### config.mk
export PLATFORM = sky130hd
export DESIGN_NAME = regression_error_calc
export DESIGN_NICKNAME = d
export VERILOG_FILES = /design/src/rtl/regression_error_calc_pkg.sv /design/src/rtl/regression_predict_pipe.sv /design/src/rtl/regression_error_calc.sv
export SDC_FILE = /design/constraint.sdc
export NUM_CORES = 1
export LEC_CHECK = 0
export CORE_ASPECT_RATIO = 1.25
export CORE_MARGIN = 5
export CORE_UTILIZATION = 45
export CTS_CLUSTER_DIAMETER = 120
export CTS_CLUSTER_SIZE = 10
export DETAILED_ROUTE_END_ITERATION = 10
export SYNTH_ARGS = -nofsm -noshare
export SYNTH_HDL_FRONTEND = slang
export SYNTH_SLANG_ARGS = --single-unit
### constraint.sdc
create_clock -name clk -period 14.89 [get_ports clk]
set_input_delay 1.489 -clock clk [delete_from_list [all_inputs] [get_ports clk]]
set_output_delay 1.489 -clock clk [all_outputs]
set_load 0.02 [all_outputs]
### src/rtl/regression_error_calc_pkg.sv
// Shared definitions for the regression residual block: FSM state encodings,
// default datapath sizes and the fixed-point multiply/rescale helpers.
package regression_error_calc_pkg;

    localparam int unsigned WORD_LEN_DEF     = 20;
    localparam int unsigned FRAC_BITS_DEF    = 10;
    localparam int unsigned SAMPLE_COUNT_DEF = 150;
    localparam int unsigned IDX_LEN_DEF      = 8;

    localparam logic [1:0] ST_IDLE  = 2'd0;
    localparam logic [1:0] ST_RUN   = 2'd1;
    localparam logic [1:0] ST_DRAIN = 2'd2;
    localparam logic [1:0] ST_DONE  = 2'd3;

    // Full signed product; operands are sign-extended to 32 bits by the caller.
    function automatic logic signed [63:0] fx_mul(input logic signed [31:0] a,
                                                  input logic signed [31:0] b);
        return 64'(a) * 64'(b);
    endfunction

    // Drops the fractional bits of a product; caller truncates to its word width.
    function automatic logic [31:0] fx_rescale(input logic [63:0] prod,
                                               input int unsigned frac);
        return 32'(prod >> frac);
    endfunction

endpackage

### src/rtl/regression_predict_pipe.sv
// Two-stage prediction pipeline: S1 registers b1*x, S2 forms y_hat = b0 + b1*x
// and err = y - y_hat. Both stages advance only while en is high.
// Build option REGRESSION_ERR_SAT_EN: saturating add/sub plus sticky sat_flag.
module regression_predict_pipe
    import regression_error_calc_pkg::*;
#(
    parameter int unsigned WORD_LEN  = WORD_LEN_DEF,
    parameter int unsigned FRAC_BITS = FRAC_BITS_DEF,
    parameter int unsigned IDX_LEN   = IDX_LEN_DEF
) (
    input  logic                clk,
    input  logic                rst,
    input  logic                en,
    input  logic                in_fire,
    input  logic [WORD_LEN-1:0] b0,
    input  logic [WORD_LEN-1:0] b1,
    input  logic [WORD_LEN-1:0] x,
    input  logic [WORD_LEN-1:0] y,
    input  logic [IDX_LEN-1:0]  idx_in,
`ifdef REGRESSION_ERR_SAT_EN
    input  logic                clr_sat,
    output logic                sat_flag,
`endif
    output logic                out_valid,
    output logic [WORD_LEN-1:0] y_hat,
    output logic [WORD_LEN-1:0] err,
    output logic [IDX_LEN-1:0]  idx
);

    logic                  v1_q, v2_q;
    logic [2*WORD_LEN-1:0] prod_q, prod_d;
    logic [WORD_LEN-1:0]   y1_q, y_hat_q, err_q, y_hat_d, err_d, scaled_w;
    logic [IDX_LEN-1:0]    idx1_q, idx2_q;

`ifdef REGRESSION_ERR_SAT_EN
    localparam logic [WORD_LEN-1:0] MAX_VAL = {1'b0, {(WORD_LEN-1){1'b1}}};
    localparam logic [WORD_LEN-1:0] MIN_VAL = {1'b1, {(WORD_LEN-1){1'b0}}};
    logic [WORD_LEN:0] sum_ext, diff_ext;
    logic              sat_add, sat_sub, sat_q;
`endif

    // S1 product and S2 add/subtract
    always_comb begin
        prod_d   = (2*WORD_LEN)'(fx_mul(32'($signed(b1)), 32'($signed(x))));
        scaled_w = WORD_LEN'(fx_rescale(64'(prod_q), FRAC_BITS));
`ifdef REGRESSION_ERR_SAT_EN
        // Extra sign bit exposes overflow: top two bits disagree
        sum_ext  = {b0[WORD_LEN-1], b0} + {scaled_w[WORD_LEN-1], scaled_w};
        sat_add  = sum_ext[WORD_LEN] ^ sum_ext[WORD_LEN-1];
        y_hat_d  = sat_add ? (sum_ext[WORD_LEN] ? MIN_VAL : MAX_VAL) : sum_ext[WORD_LEN-1:0];
        diff_ext = {y1_q[WORD_LEN-1], y1_q} - {y_hat_d[WORD_LEN-1], y_hat_d};
        sat_sub  = diff_ext[WORD_LEN] ^ diff_ext[WORD_LEN-1];
        err_d    = sat_sub ? (diff_ext[WORD_LEN] ? MIN_VAL : MAX_VAL) : diff_ext[WORD_LEN-1:0];
`else
        y_hat_d  = b0 + scaled_w;
        err_d    = y1_q - y_hat_d;
`endif
    end

    // Pipeline registers, frozen while the output is stalled
    always_ff @(posedge clk or posedge rst) begin
        if (rst) begin
            v1_q    <= 1'b0;
            prod_q  <= '0;
            y1_q    <= '0;
            idx1_q  <= '0;
            v2_q    <= 1'b0;
            y_hat_q <= '0;
            err_q   <= '0;
            idx2_q  <= '0;
        end else if (en) begin
            v1_q <= in_fire;
            if (in_fire) begin
                prod_q <= prod_d;
                y1_q   <= y;
                idx1_q <= idx_in;
            end
            v2_q <= v1_q;
            if (v1_q) begin
                y_hat_q <= y_hat_d;
                err_q   <= err_d;
                idx2_q  <= idx1_q;
            end
        end
    end

`ifdef REGRESSION_ERR_SAT_EN
    // Sticky saturation record for the current run
    always_ff @(posedge clk or posedge rst) begin
        if (rst) begin
            sat_q <= 1'b0;
        end else if (clr_sat) begin
            sat_q <= 1'b0;
        end else if (en && v1_q && (sat_add || sat_sub)) begin
            sat_q <= 1'b1;
        end
    end

    assign sat_flag = sat_q;
`endif

    assign out_valid = v2_q;
    assign y_hat     = y_hat_q;
    assign err       = err_q;
    assign idx       = idx2_q;

endmodule

### src/rtl/regression_error_calc.sv
// Regression residual calculator: latches b0/b1 on start, streams SAMPLE_COUNT
// (x, y) pairs through the prediction pipe and reports y_hat / err per sample.
// Build option REGRESSION_ERR_SAT_EN adds saturation and the sat_flag port.
module regression_error_calc
    import regression_error_calc_pkg::*;
#(
    parameter int unsigned WORD_LEN     = WORD_LEN_DEF,
    parameter int unsigned FRAC_BITS    = FRAC_BITS_DEF,
    parameter int unsigned SAMPLE_COUNT = SAMPLE_COUNT_DEF,
    parameter int unsigned IDX_LEN      = IDX_LEN_DEF
) (
    input  logic                clk,
    input  logic                rst,
    input  logic                start,
    input  logic [WORD_LEN-1:0] b0,
    input  logic [WORD_LEN-1:0] b1,
    input  logic                in_valid,
    output logic                in_ready,
    input  logic [WORD_LEN-1:0] x_in,
    input  logic [WORD_LEN-1:0] y_in,
    output logic                out_valid,
    input  logic                out_ready,
    output logic [WORD_LEN-1:0] y_hat,
    output logic [WORD_LEN-1:0] err,
    output logic [IDX_LEN-1:0]  idx,
`ifdef REGRESSION_ERR_SAT_EN
    output logic                sat_flag,
`endif
    output logic                busy,
    output logic                done
);

    localparam logic [IDX_LEN-1:0] COUNT    = IDX_LEN'(SAMPLE_COUNT);
    localparam logic [IDX_LEN-1:0] LAST_IDX = IDX_LEN'(SAMPLE_COUNT - 1);

    logic [1:0]          state_q, state_d;
    logic [WORD_LEN-1:0] b0_q, b0_d, b1_q, b1_d;
    logic [IDX_LEN-1:0]  in_cnt_q, in_cnt_d, out_cnt_q, out_cnt_d;
    logic                stall, in_fire, out_fire, accept_start;

    assign stall        = out_valid & ~out_ready;
    assign in_ready     = (state_q == ST_RUN) & (in_cnt_q < COUNT) & ~stall;
    assign in_fire      = in_valid & in_ready;
    assign out_fire     = out_valid & out_ready;
    assign accept_start = start & ((state_q == ST_IDLE) | (state_q == ST_DONE));
    assign busy         = (state_q == ST_RUN) | (state_q == ST_DRAIN);
    assign done         = (state_q == ST_DONE);

    // Run control: coefficient latch, transfer counters and state sequencing
    always_comb begin
        state_d   = state_q;
        b0_d      = b0_q;
        b1_d      = b1_q;
        in_cnt_d  = in_cnt_q + IDX_LEN'(in_fire);
        out_cnt_d = out_cnt_q + IDX_LEN'(out_fire);
        case (state_q)
            ST_IDLE, ST_DONE: begin
                if (start) begin
                    b0_d      = b0;
                    b1_d      = b1;
                    in_cnt_d  = '0;
                    out_cnt_d = '0;
                    state_d   = ST_RUN;
                end
            end
            ST_RUN: begin
                if (in_fire && (in_cnt_q == LAST_IDX)) state_d = ST_DRAIN;
            end
            ST_DRAIN: begin
                // Last output can only leave after the last input, so it lands here
                if (out_fire && (out_cnt_q == LAST_IDX)) state_d = ST_DONE;
            end
            default: state_d = ST_IDLE;
        endcase
    end

    // Control state registers
    always_ff @(posedge clk or posedge rst) begin
        if (rst) begin
            state_q   <= ST_IDLE;
            b0_q      <= '0;
            b1_q      <= '0;
            in_cnt_q  <= '0;
            out_cnt_q <= '0;
        end else begin
            state_q   <= state_d;
            b0_q      <= b0_d;
            b1_q      <= b1_d;
            in_cnt_q  <= in_cnt_d;
            out_cnt_q <= out_cnt_d;
        end
    end

    regression_predict_pipe #(
        .WORD_LEN  (WORD_LEN),
        .FRAC_BITS (FRAC_BITS),
        .IDX_LEN   (IDX_LEN)
    ) u_pipe (
        .clk       (clk),
        .rst       (rst),
        .en        (~stall),
        .in_fire   (in_fire),
        .b0        (b0_q),
        .b1        (b1_q),
        .x         (x_in),
        .y         (y_in),
        .idx_in    (in_cnt_q),
`ifdef REGRESSION_ERR_SAT_EN
        .clr_sat   (accept_start),
        .sat_flag  (sat_flag),
`endif
        .out_valid (out_valid),
        .y_hat     (y_hat),
        .err       (err),
        .idx       (idx)
    );

endmodule

After elaboration in Yosys (flattened, before gate mapping)
Index checks and enable logic that the tools add are counted.
Widths: inputs -> output; s select.
{"block": "word_totals", "ff_bits": 166, "latchBits": 0, "ramBits": 0, "rom_bits": 0, "input_bits": 85, "out_inout_bits": 52, "word_cells": 51, "mem_count": 0}
{"block": "classes", "addsub": 4, "mul": 1, "div": 0, "n_lt_le_gt_ge": 1, "eq_ne": 8, "shifts": 0, "n_mux": 8, "bitwise": 8, "n_reduce_logical": 8}
{"cell": "$mux 8", "count": 4}
{"cell": "$mul 20x20->30", "count": 1}
{"cell": "$add 20x20->20", "count": 1}
{"cell": "$sub 20x20->20", "count": 1}
{"cell": "$add 8x1->8", "count": 2}
{"cell": "$eq 8x8->1 const B", "count": 2}
{"cell": "$lt 8x8->1 const B", "count": 1}
{"cell": "$mux 2", "count": 3}
{"cell": "$pmux 2 s3", "count": 1}
{"cell": "$reduce_and 2->1", "count": 3}
{"cell": "$and 1x1->1", "count": 5}
{"cell": "$eq 2x2->1 const B", "count": 2}
{"cell": "$ne 2x1->1 const B", "count": 2}
{"cell": "$reduce_and 3->1", "count": 1}
{"cell": "$eq 2x1->1 const B", "count": 1}
{"cell": "$logic_and 1x1->1", "count": 2}
{"cell": "$logic_not 2->1", "count": 1}
{"cell": "$ne 2x2->1 const B", "count": 1}
{"cell": "$not 1->1", "count": 2}
{"cell": "$reduce_or 2->1", "count": 1}
{"cell": "$or 1x1->1", "count": 1}

Depth between registers and ports, before layout
{"block": "depth", "ltp_word": 8, "ltp_mapped": 26, "ltp_nobuf": 24}

By module
A second synthesis with hierarchy kept.
{"block": "hier_totals", "cells_unflattened": 1989, "area_unflattened_um2": 19002.0}
{"module": "regression_predict_pipe", "instances": 1, "cells_each": 1728, "area_each_um2": 16557.1, "seq_area_each_um2": 2452.4}
{"module": "regression_error_calc", "instances": 1, "cells_each": 261, "area_each_um2": 2444.8, "seq_area_each_um2": 1451.4}

Least setup slack after synthesis
No wires, ideal clock.
{"block": "synth_timing", "path_type": "input-to-reg", "start": "in x_in[11]", "end": "reg u_pipe.prod_q[27]", "setup_time_ps": 117, "arrival_ps": 7287, "required_time_ps": 14773, "path_slack_ps": 7486, "cell_stages": 22, "n_path_buf": 2, "cell_sequence": "clkbuf_1 > clkbuf_1 > nand2_1 > fa_1 > inv_1 > fa_1 > fa_1 > fa_1 > fa_1 > fa_1 > inv_1 > fa_1 > inv_1 > ha_1 > a21o_1 > a21oi_1 > and2b_1 > nor2_1 > a21oi_2 > or4_1 > nand3_1 > nand2_1"}
{"block": "synth_via", "elab_chain_cells": 1}
{"element": "start, declared", "line_no": "regression_error_calc.sv:19", "source": "input logic [WORD_LEN-1:0] x_in,"}
{"element": "$mul 20x20->30", "line_no": "regression_error_calc_pkg.sv:18", "source": "return 64'(a) * 64'(b);"}
{"element": "end signal, assigned", "line_no": "regression_predict_pipe.sv:74", "source": "prod_q <= prod_d;"}
{"element": "end, declared", "line_no": "regression_predict_pipe.sv:31", "source": "logic [2*WORD_LEN-1:0] prod_q, prod_d;"}
No other way between the ends.
A chain may end at the register's enable or synchronous reset.

Worst setup path in the final report
{"block": "layout_timing", "start": "in x_in[2]", "end": "reg u_pipe.prod_q[28]"}
The elaborated chain is that of the path after synthesis.

==> flow_metrics.py <==
metrics = {
    "yosys": {
        "synth_area_leader_cell": "fa_1",
        "yosys_warnings": 0,
        "yosys.cell_types.count": 61,
        "synth.area.top_cells": "fa_1, dfrtp_1, ha_1",
        "synth_ff_type": "dfrtp_1",
        "syn_area_um2": 19200,
        "synthArstFlopShare": 1.00,
        "ys_ff_latch": 156,
        "avgSynthCellArea_um2": 9.16,
        "synth_edf_count": 0,
        "yosysTopAreaCellShare": 0.325,
        "synth-seq-area-share": 0.204,
        "syn_inst": 2090,
        "synth_nets": 2625,
    },
    "finish": {
        "utilization": 0.513,
        "nets": 2697,
        "drive_gt1_frac": 0.0363,
        "n_fill_cell": 3913,
        "area_growth_pct": 12.6,
        "n_antenna_cell": 0,
        "final_area_um2": 21600,
        "final_common_cell": "nand2_1",
        "final_cell_mix": "nand2_1, inv_1, fa_1",
    },
    "clock_network": {
        "cts.sinks": 156,
        "cts_hold_buf": 0,
        "clk_path_buf_depth": 2,
        "htreeDepth": 4,
        "clkTransAtPathRegs_ps": 70,
        "cts-resized-gates": 0,
        "insertion_delay_ps": 460,
        "cts_setup_buffers": 0,
        "cts_tree": "yes",
        "cts_root_buf": "clkbuf_16",
        "cts_made_buffers": 17,
    },
    "global_route": {
        "globalRoute.totalOverflow": 0,
        "antenna_found_initial": 0,
        "grt_use_total": 0.205,
        "grt_pass1_wl_mm": 77.0,
        "grt_pass1_vias": 15000,
        "grt_start_max_net_pins": 89,
    },
    "critical_path": {
        "crit_required_ps": 15200,
        "start_kind": "input port",
        "reg2reg_from": "b1_q[11]",
        "crit_top_cell": "fa_1",
        "reg2reg_depth": 22,
        "worstPathArrival_ps": 8290,
        "crit_type": "input port to flop",
        "r2r_slack_ps": 7960,
        "cp_max_fo": 20,
        "crit_family": "adder cells",
        "cp_cell_sequence": "clkdlybuf4s50_1, and2_1, fa_1, fa_1, inv_1, fa_1, inv_1, fa_1, fa_1, fa_1, inv_1, fa_1, inv_1, ha_1, a21o_1, a21o_1, a21oi_1, nand2_1, o2111ai_2, a21oi_2, o31ai_1, and3_1, o31ai_1",
        "path_buf_inv": 5,
        "slowest_delay_ps": 760,
        "cp-startpoint": "x_in[2]",
        "critPathSlowestCell": "clkdlybuf4s50_1",
        "r2r_end": "u_pipe.prod_q[28]",
        "critPathCaptureType": "flop",
    },
    "route": {
        "wirelength_met1_mm": 20.0,
        "post-route-drc-count": 0,
        "route.met2.wl_mm": 22.3,
        "top_layer": "met4",
        "routedWlPerCell_um": 16.7,
        "firstDrtPassIters": 5,
        "met3_length_mm": 2.12,
        "via_per_inst": 4.96,
        "vias": 13500,
        "ant_nets": 0,
        "routed_wl_mm": 45.6,
        "drtIter0Drc": 561,
    },
    "placed_design": {
        "placed_area_um2": 20900,
        "gp_congestion": 0.835,
        "portBuffers": 136,
        "hpwl_mm": 35.8,
    },
    "sta": {
        "relSlewSlack": 0.356,
        "slew_viol_final": 0,
        "skew_ps": 14.1,
        "period_share": 0.536,
        "setup-tns-final_ps": 0,
        "setup_viol": 0,
        "max_freq_mhz": 125,
        "tightest_slew_ps": 966,
        "finalCriticalPeriod_ps": 7980,
        "rsz0062_at_grt": "false",
        "hold_violations": 0,
    },
    "floorplanning": {
        "die_h_um": 241,
        "io_pins": 137,
        "die_w_um": 195,
        "rows": 84,
        "die_area_um2": 46800,
        "start_util": 0.456,
        "core_um2": 42000,
    },
    "job": {
        "cap_violations": 0,
    },
    "min_path": {
        "hold_start": "u_pipe.idx1_q[6]",
        "hold_class": "flop to flop",
        "holdPathEnd": "u_pipe.idx1_q[6]",
        "min_path_cells": 2,
    },
    "status": {
        "status": "completed",
    },
}
per-layer routing:
layer | up-vias | global-route usage
met5 | - | 0
met4 | 0 | 0.0631
met3 | 74 | 0.0378
met2 | 336 | 0.361
met1 | 6682 | 0.259
li1 | 6457 | -
layout make-up:
class                   instances  area [um2]  area share
repair buffers                145        1430      0.0663
well taps                     559         699      0.0324
inverters                     365        1380      0.0638
flip-flops and latches        156        3900       0.181
clock buffers                  17         425      0.0197
clock inverters                15         191     0.00888
multi-input cells            1477       13500       0.628
sequential cells by signal, indices dropped and copies added, names as in the netlist:
name and count:
u_pipe.v1_q 1, u_pipe.y1_q 20, out_cnt_q 8, b0_q 20
u_pipe.idx 8, u_pipe.prod_q 20, state_q 2, u_pipe.y_hat 20
in_cnt_q 8, u_pipe.idx1_q 8, u_pipe.err 20, u_pipe.out_valid 1
b1_q 20
cells in the mapped netlist (all sizes together) (7+ instances only):
| master | n |
|---|---|
| dfrtp | 156 |
| nand3 | 18 |
| fa | 311 |
| mux2 | 12 |
| clkbuf | 89 |
| nor3 | 12 |
| o21a | 10 |
| and3 | 11 |
| nand2 | 416 |
| ha | 139 |
| nand2b | 9 |
| or3 | 7 |
| inv | 364 |
| and2 | 213 |
| o21bai | 7 |
| nor2 | 43 |
| a21o | 16 |
| a21oi | 39 |
| xor2 | 33 |
| xnor2 | 58 |
| o21ai | 71 |
per-stage QoR:
step                cells  setup WS, ps  hold WS (ps)
finish               2734          6910           472
global route         2734          6500           497
CTS                  2734          6870           479
detailed placement   2702          6420           460
global placement     2702          6520           458
floorplan            2090          7490           436
how the worst max path moves through the flow:
stage,to,depth (start not counted)
6_report,u_pipe.prod_q[28],23
5_1_grt,u_pipe.prod_q[28],23
4_1_cts,u_pipe.prod_q[28],23
3_5_place_dp,u_pipe.prod_q[28],23
3_3_place_gp,u_pipe.prod_q[28],23
2_1_floorplan,u_pipe.prod_q[27],22
cell families (layout without fill, tap and decap cells):
kind of cell	after synthesis	in the layout	share of synthesized area
xor gates and xnor gates	91	91	0.0416
AOI/OAI and AO/OA	178	178	0.0581
muxes	13	13	0.00758
adders and majority gates	450	450	0.416
DFF	156	156	0.204
and+or+nand+nor	745	745	0.183
buffers and inverters	457	542	0.0898
worst reg2reg max path: stages, from the launching register on:
cell and delay (ps):
dfrtp_1 940, and2_1 280, fa_1 430, fa_1 520, inv_1 50, fa_1 490, inv_1 60, fa_1 480
fa_1 450, fa_1 510, inv_1 50, fa_1 470, inv_1 40, ha_1 320, a21o_1 200, a21o_1 170
a21oi_1 220, nand2_1 120, o2111ai_2 250, a21oi_2 120, o31ai_1 330, and3_1 210, o31ai_1 70
Power is not shown: default switching activity piles up to over one toggle a cycle in this logic, so the estimate is an artifact.
